[src/rtl/conv_scheduler.sv]
// Layer sequencer for a convolution engine: one input load, then an o-major / i-minor
// sweep of compute passes, streaming each finished output map before moving on.
module conv_scheduler #(
    parameter  int INPUT_IMAGES  = 1,
    parameter  int OUTPUT_IMAGES = 20,
    localparam int IW = (INPUT_IMAGES  > 1) ? $clog2(INPUT_IMAGES)  : 1,
    localparam int OW = (OUTPUT_IMAGES > 1) ? $clog2(OUTPUT_IMAGES) : 1
) (
    input  logic          clock,
    input  logic          reset,
    input  logic          start,
    input  logic          abort,
    output logic          busy,
    output logic          done,
    output logic          rx_go,
    input  logic          rx_done,
    output logic          cmp_go,
    output logic [OW-1:0] cmp_out_no,
    output logic [IW-1:0] cmp_in_no,
    output logic          cmp_first,
    output logic          cmp_last,
    input  logic          cmp_done,
    output logic          tx_go,
    input  logic          tx_done,
    output logic [OW:0]   maps_sent
);

    typedef enum logic [2:0] {
        IDLE,
        RX_WAIT,
        CMP_WAIT,
        TX_WAIT,
        DONE
    } state_t;

    localparam logic [IW-1:0] IN_LAST  = IW'(INPUT_IMAGES - 1);
    localparam logic [OW-1:0] OUT_LAST = OW'(OUTPUT_IMAGES - 1);
    localparam logic [IW-1:0] IN_ONE   = IW'(1);
    localparam logic [OW-1:0] OUT_ONE  = OW'(1);
    localparam logic [OW:0]   MAP_ONE  = (OW + 1)'(1);

    state_t state;

    always_ff @(posedge clock or posedge reset) begin
        if (reset) begin
            state      <= IDLE;
            busy       <= 1'b0;
            done       <= 1'b0;
            rx_go      <= 1'b0;
            cmp_go     <= 1'b0;
            tx_go      <= 1'b0;
            cmp_out_no <= '0;
            cmp_in_no  <= '0;
            maps_sent  <= '0;
        end else begin
            rx_go  <= 1'b0;
            cmp_go <= 1'b0;
            tx_go  <= 1'b0;
            done   <= 1'b0;
            if (abort) begin
                state <= IDLE;
                busy  <= 1'b0;
            end else begin
                // Completion strobes are qualified with !go so a done arriving in
                // the same cycle as its own go pulse cannot close the pass early.
                case (state)
                    IDLE: begin
                        if (start) begin
                            state      <= RX_WAIT;
                            busy       <= 1'b1;
                            rx_go      <= 1'b1;
                            cmp_out_no <= '0;
                            cmp_in_no  <= '0;
                            maps_sent  <= '0;
                        end
                    end
                    RX_WAIT: begin
                        if (rx_done && !rx_go) begin
                            state  <= CMP_WAIT;
                            cmp_go <= 1'b1;
                        end
                    end
                    CMP_WAIT: begin
                        if (cmp_done && !cmp_go) begin
                            if (cmp_in_no != IN_LAST) begin
                                cmp_in_no <= cmp_in_no + IN_ONE;
                                cmp_go    <= 1'b1;
                            end else begin
                                state <= TX_WAIT;
                                tx_go <= 1'b1;
                            end
                        end
                    end
                    TX_WAIT: begin
                        if (tx_done && !tx_go) begin
                            maps_sent <= maps_sent + MAP_ONE;
                            cmp_in_no <= '0;
                            if (cmp_out_no != OUT_LAST) begin
                                cmp_out_no <= cmp_out_no + OUT_ONE;
                                state      <= CMP_WAIT;
                                cmp_go     <= 1'b1;
                            end else begin
                                state <= DONE;
                                done  <= 1'b1;
                            end
                        end
                    end
                    DONE: begin
                        state <= IDLE;
                        busy  <= 1'b0;
                    end
                    default: begin
                        state <= IDLE;
                        busy  <= 1'b0;
                    end
                endcase
            end
        end
    end

    // Bias-seed and ReLU flags follow the registered input index directly.
    assign cmp_first = (cmp_in_no == '0);
    assign cmp_last  = (cmp_in_no == IN_LAST);

endmodule
[config.mk]
export PLATFORM = sky130hd
export DESIGN_NAME = conv_scheduler
export DESIGN_NICKNAME = d
export VERILOG_FILES = /design/src/rtl/conv_scheduler.sv
export SDC_FILE = /design/constraint.sdc
export NUM_CORES = 1
export LEC_CHECK = 0
export BUFFER_PORTS_ARGS = -buffer_cell sky130_fd_sc_hd__buf_4
export CAP_MARGIN = 20
export CELL_PAD_IN_SITES_DETAIL_PLACEMENT = 1
export CELL_PAD_IN_SITES_GLOBAL_PLACEMENT = 2
export CORE_ASPECT_RATIO = 0.9
export CORE_MARGIN = 2
export CORE_UTILIZATION = 30
export DETAILED_ROUTE_END_ITERATION = 8
export HOLD_SLACK_MARGIN = 0.1
export MAX_ROUTING_LAYER = met4
export PLACE_DENSITY_LB_ADDON = 0.1
export RECOVER_POWER = 50
export SLEW_MARGIN = 20
export SYNTH_ARGS = -nofsm -noshare
export SYNTH_HDL_FRONTEND = slang
export SYNTH_SLANG_ARGS = --single-unit
[constraint.sdc]
create_clock -name clock -period 1.9 [get_ports clock]
set_input_delay 0.285 -clock clock [delete_from_list [all_inputs] [get_ports clock]]
set_output_delay 0.285 -clock clock [all_outputs]
set_load 0.01 [all_outputs]
* Word level (Yosys, flattened, before mapping)
Index checks and enable logic that the tools add are counted.
** Storage, ports and cells
- Bits in registers :: 20
- Latch bits :: 0
- RAM bits :: 0
- Bits in read-only memories :: 0
- Bits of input ports :: 7
- Output and inout port bits :: 19
- Word-level logic and storage cells :: 84
- Memories kept :: 0
** Cells by class
- Add/sub/neg operators :: 3
- Multiply operators :: 0
- Divide/modulo/power cells :: 0
- Order comparisons :: 0
- Equality and inequality tests :: 14
- Shift operators :: 0
- Muxes and demuxes :: 41
- Bitwise gates (word level) :: 2
- Reduce and logical (&&, ||, !) cells :: 15
** Operators with widths (number)
- 1-bit two-way mux :: 23
- 3-bit two-way mux :: 7
- 5-bit two-way mux :: 3
- 3-bit inequality test, second input constant :: 5
- 5-bit AND reduction :: 3
- 6-bit two-way mux :: 2
- 3-bit case mux with 4 select lines :: 1
- 6-bit case mux with 2 select lines :: 1
- 5-bit case mux with 2 select lines :: 1
- 2-bit inequality test, second input constant :: 4
- 6-bit by 1-bit adder with 6-bit output, second input constant :: 1
- 3-bit by 2-bit == test with 1-bit output, second input constant :: 2
- 1-bit case mux with 3 select lines :: 2
- 5-bit by 1-bit adder with 5-bit output, second input constant :: 1
- 5-bit inequality test, second input constant :: 1
- 4-bit AND reduction :: 1
- 3-bit by 1-bit == test with 1-bit output, second input constant :: 1
- 1-bit logical AND :: 3
- 1-bit zero test :: 3
- 3-bit zero test :: 1
- 3-bit nonzero test :: 1
- 3-bit OR reduction :: 1
- 2-bit by 1-bit inequality test with 1-bit output, second input constant :: 1
- 1-bit NOT :: 2
- 4 further kinds :: 4

* Logic depth before layout (Yosys ltp)
- Depth in word-level cells :: 5
- Mapped depth :: 6
- Mapped depth without buffers :: 5

* Worst setup path before layout
No wires, ideal clock.
- Kind :: reg2reg
- From :: reg cmp_out_no[0]
- To :: reg cmp_out_no[0]
- Library setup time :: 0.128 ns
- Arrival time :: 1.630 ns
- Required time :: 1.772 ns
- Setup slack :: 0.142 ns
- Cell stages (with the launch flop) :: 6
- Path buffers :: 0
- Clock period less this slack :: 1.758 ns
- Cell sequence :: dfrtp_1 ha_1 inv_1 or4_4 nand3_2 mux2_1
** Between the ends
- Word-level cells in the longest chain between the ends :: 4
- Elaborated cells on any way between the ends :: 7
- Classes of those cells :: 1 x add/sub; 2 x eq/ne; 3 x mux; 1 x reduce/logical
** Ends and longest elaborated chain
- from (decl) :: line 18 : output logic [OW-1:0] cmp_out_no,
- from (signal assigned) :: line 99 : cmp_out_no <= cmp_out_no + OUT_ONE;
- 5-bit by 1-bit adder with 5-bit output :: line 99
- 5-bit two-way mux :: line 98 : if (cmp_out_no != OUT_LAST) begin
- 5-bit two-way mux :: line 95 : if (tx_done && !tx_go) begin
- 5-bit case mux with 2 select lines :: line 66 : case (state)
Several ways; a longest one is shown, not always the timed one. The select of a mux whose other input is x is not followed.
A chain may end at the register's enable or synchronous reset.

* Worst setup path in the final report
- From :: reg cmp_out_no[1]
- To :: reg cmp_out_no[0]
** Between the ends
- Word-level cells in the longest chain between the ends :: 3
** Ends and longest elaborated chain (line)
- 5-bit inequality test :: 98
- 2-bit inequality test (no source line)
- 5-bit AND reduction (no source line)
No other way between the ends.

==> flow_summary.yaml <==
route:
  detail-route-antenna-nets: 0
  remaining_routing_drc_violations: 0
  vias_per_cell: 4.847
  drt_iter0_markers: 33
  drt-met1-wl_mm: 1.159
  dr_total_vias: 853
  route.met3.wl_um: 110
  totalWireLength_mm: 2.426
  highest-signal-layer: "met3"
  wl_per_cell_um: 13.78
  firstDrtPassIters: 4
  dr_wl_met2_mm: 1.156
worst_setup_path:
  reg2reg_from: "cmp_out_no[1]$_DFFE_PP0P_"
  cp-start-kind: "flop"
  regToRegSetupSlack_ps: 80
  worst-r2r-cell-count: 5
  critical_path.startpoint: "cmp_out_no[1]$_DFFE_PP0P_"
  setup.worst_path.end_class: "flop"
  worst_setup_path_category: "flop to flop"
  cp_max_fo: 4
  worst-endpoint-required_ps: 2090
  cp_cell_sequence: "ha_1 > inv_1 > or4_4 > nand3_2 > mux2_1"
  critical_path_data_arrival_time_ps: 2010
  slowest_stage: "sky130_fd_sc_hd__or4_4"
  slowest_delay_ps: 550
timing:
  final.setup.tns_ps: 0
  fmax_mhz: 548.6
  setup_slack_ps: 77.05
  relative_slew_slack: 0.3024
  final_max_slew_viol_count: 0
  fin_crit_ps: 1823
  final.period_utilization: 0.9594
  rsz0062_at_grt: "false"
  tightestPinTransition_ps: 1046
  setup_viol_count_final: 0
  finalHoldViolations: 0
  finalClockSkew_ps: 3.333
worst_hold_path:
  hold_class: "input port to flop"
  hp-start: "cmp_done"
  worstHoldPathCells: 3
final_layout:
  fillers: 358
  final_layout_size_suffix_gt1_frac: 0.2463
  num_antenna_cells: 0
  nNetsFinal: 144
  synthToLayoutAreaGrowth_pct: 26.12
logic_synthesis:
  ys.warnings.count: 0
  yosysMostFrequentCell: "sky130_fd_sc_hd__dfrtp_1"
  synth_top_cells_by_count: "sky130_fd_sc_hd__dfrtp_1, sky130_fd_sc_hd__nand3_1, sky130_fd_sc_hd__nor2_1"
  synth.distinct_cells: 35
  asyncSetResetFlopFracSynth: 1.000
  netlist_instances: 104
  synth_edf_count: 0
  syn_area_per_cell_um2: 9.396
  synthDominantCellAreaShare: 0.4866
  syn_area_um2: 977.2
  ys_seq_area_frac: 0.4866
  flip_flop_and_latch_count_after_synthesis: 19
  netlist.top_cell.by_area: "sky130_fd_sc_hd__dfrtp_1"
  synth_top_cells_by_area: "sky130_fd_sc_hd__dfrtp_1, sky130_fd_sc_hd__nand3_1, sky130_fd_sc_hd__o21ai_0"
  synth_top_flop_cell: "sky130_fd_sc_hd__dfrtp_1"
placement:
  place_worst_setup_slack_ps: 88.66
  port_buffer_count: 22
  dp_hpwl_mm: 1.828
  gp_routability_congestion: 0.7837
clocking:
  tritoncts_clock_tree: "done"
  ctsHoldBuffers: 1
  maximum_level_of_the_cts_h_tree: 1
  clkLatencyLatePin_ps: 300
  cts.root.buffer_cell: "sky130_fd_sc_hd__clkbuf_4"
  post_cts_setup_repair_buffer_count: 0
  path_clk_slew_ps: 110
  ctsLongestPathBuffers: 2
  cts_sinks: 19
  post_cts.resized_instances: 0
  tritoncts.num_buffers: 3
global_routing:
  track_usage: 0.1523
  grt_antenna_before_repair: 0
  grt_pass1_vias: 890
  grt_pass1_wl_mm: 4.305
  globalRoute.totalOverflow: 0
  grt_max_degree: 20
floorplan:
  dieWidth_um: 64.16
  core_area_mm2: 0.003090
  rows: 19
  num_io_pins: 26
  die_h_um: 58.15
  starting_density_of_the_core: 0.3162
  design.die.area_mm2: 0.003731
power_and_ir_drop:
  power_leakage_nw: 0.6039
  finalPower_uw: 778.8
  vdd.ir_drop.worst_uv: 389.8
  power_per_cell_area_mw_per_mm2: 631.9
flow_run:
  cap_violations: 0
status:
  run_status: "finished clean"
[metrics by stage]
step	std cells	instance area [µm²]	util	hold slack, ps
2_1_floorplan	105	980.9	-	236.1
3_3_place_gp	171	1219	0.3943	333.4
3_5_place_dp	171	1219	0.3943	345.2
4_1_cts	176	1255	0.4061	263.2
5_1_grt	176	1232	0.3988	286.2
6_report	176	1232	0.3988	268.6
[layer usage]
layer | vias to the layer above | global-route usage
met5 | - | -
met4 | 0 | 0.01824
met3 | 0 | 0.04078
met2 | 20 | 0.2500
met1 | 416 | 0.1963
li1 | 417 | -
[cell families (layout without fill, tap and decap cells)]
kind of cell,after synthesis,in the layout,synth area share
DFF,19,19,0.4866
adders and majority gates,2,2,0.02560
AOI/OAI and AO/OA,15,15,0.09475
and+or+nand+nor,53,53,0.2996
other,2,3,0.007685
buffers and inverters,11,40,0.06401
muxes,2,2,0.02177
[critical path: cells and delay by family (launching register included)]
kind | cells | cell delay (ps)
adder cells (fa/ha/maj) | 1 | 220
buffers and inverters | 1 | 70
flip-flops | 1 | 410
multiplexers | 1 | 320
AND/OR/NAND/NOR | 2 | 690
[registers in the layout, indices dropped and copies added (netlist names)]
signal	count
cmp_out_no	5
rx_go	1
busy	1
cmp_go	1
done	1
tx_go	1
state	3
maps_sent	6
[where the power goes]
part           total, mW  internal (mW)  switching [mW]
registers          0.433          0.420          0.0131
logic              0.142         0.0603          0.0815
clock network      0.204         0.0818           0.123
total              0.779          0.562           0.217
[cells in the final DEF (no fill, tap or decap), drive strengths merged]
master,n
a211o,1
a21oi,1
and3,1
and4b,1
buf,24
clkbuf,11
conb,3
dfrtp,19
dlygate4sd3,1
ha,2
inv,4
mux2,1
mux2i,1
nand2,9
nand2b,3
nand3,12
nand3b,2
nor2,10
nor2b,1
nor3,4
nor3b,1
nor4,1
nor4b,1
o211ai,1
o21ai,9
o311a,1
o31ai,1
o41ai,1
or2,3
or4,4
[layout make-up]
class | count | area [µm²] | area share
Clock buffer | 4 | 26.28 | 0.02132
Sequential cell | 19 | 475.5 | 0.3858
Timing Repair Buffer | 32 | 220.2 | 0.1787
Multi-Input combinational cell | 75 | 442.9 | 0.3594
Tap cell | 42 | 52.55 | 0.04264
Inverter | 4 | 15.01 | 0.01218
[path summary, 6_finish.rpt]
check | endpoint
min in group asynchronous | rx_go$_DFF_PP0_
hold reg to reg | busy$_DFFE_PP0P_
max in group asynchronous | done$_DFF_PP0_
setup / recovery | cmp_out_no[0]$_DFFE_PP0P_
hold / removal | tx_go$_DFF_PP0_
setup reg to reg | cmp_out_no[0]$_DFFE_PP0P_
(Power assumes the default switching activity.)
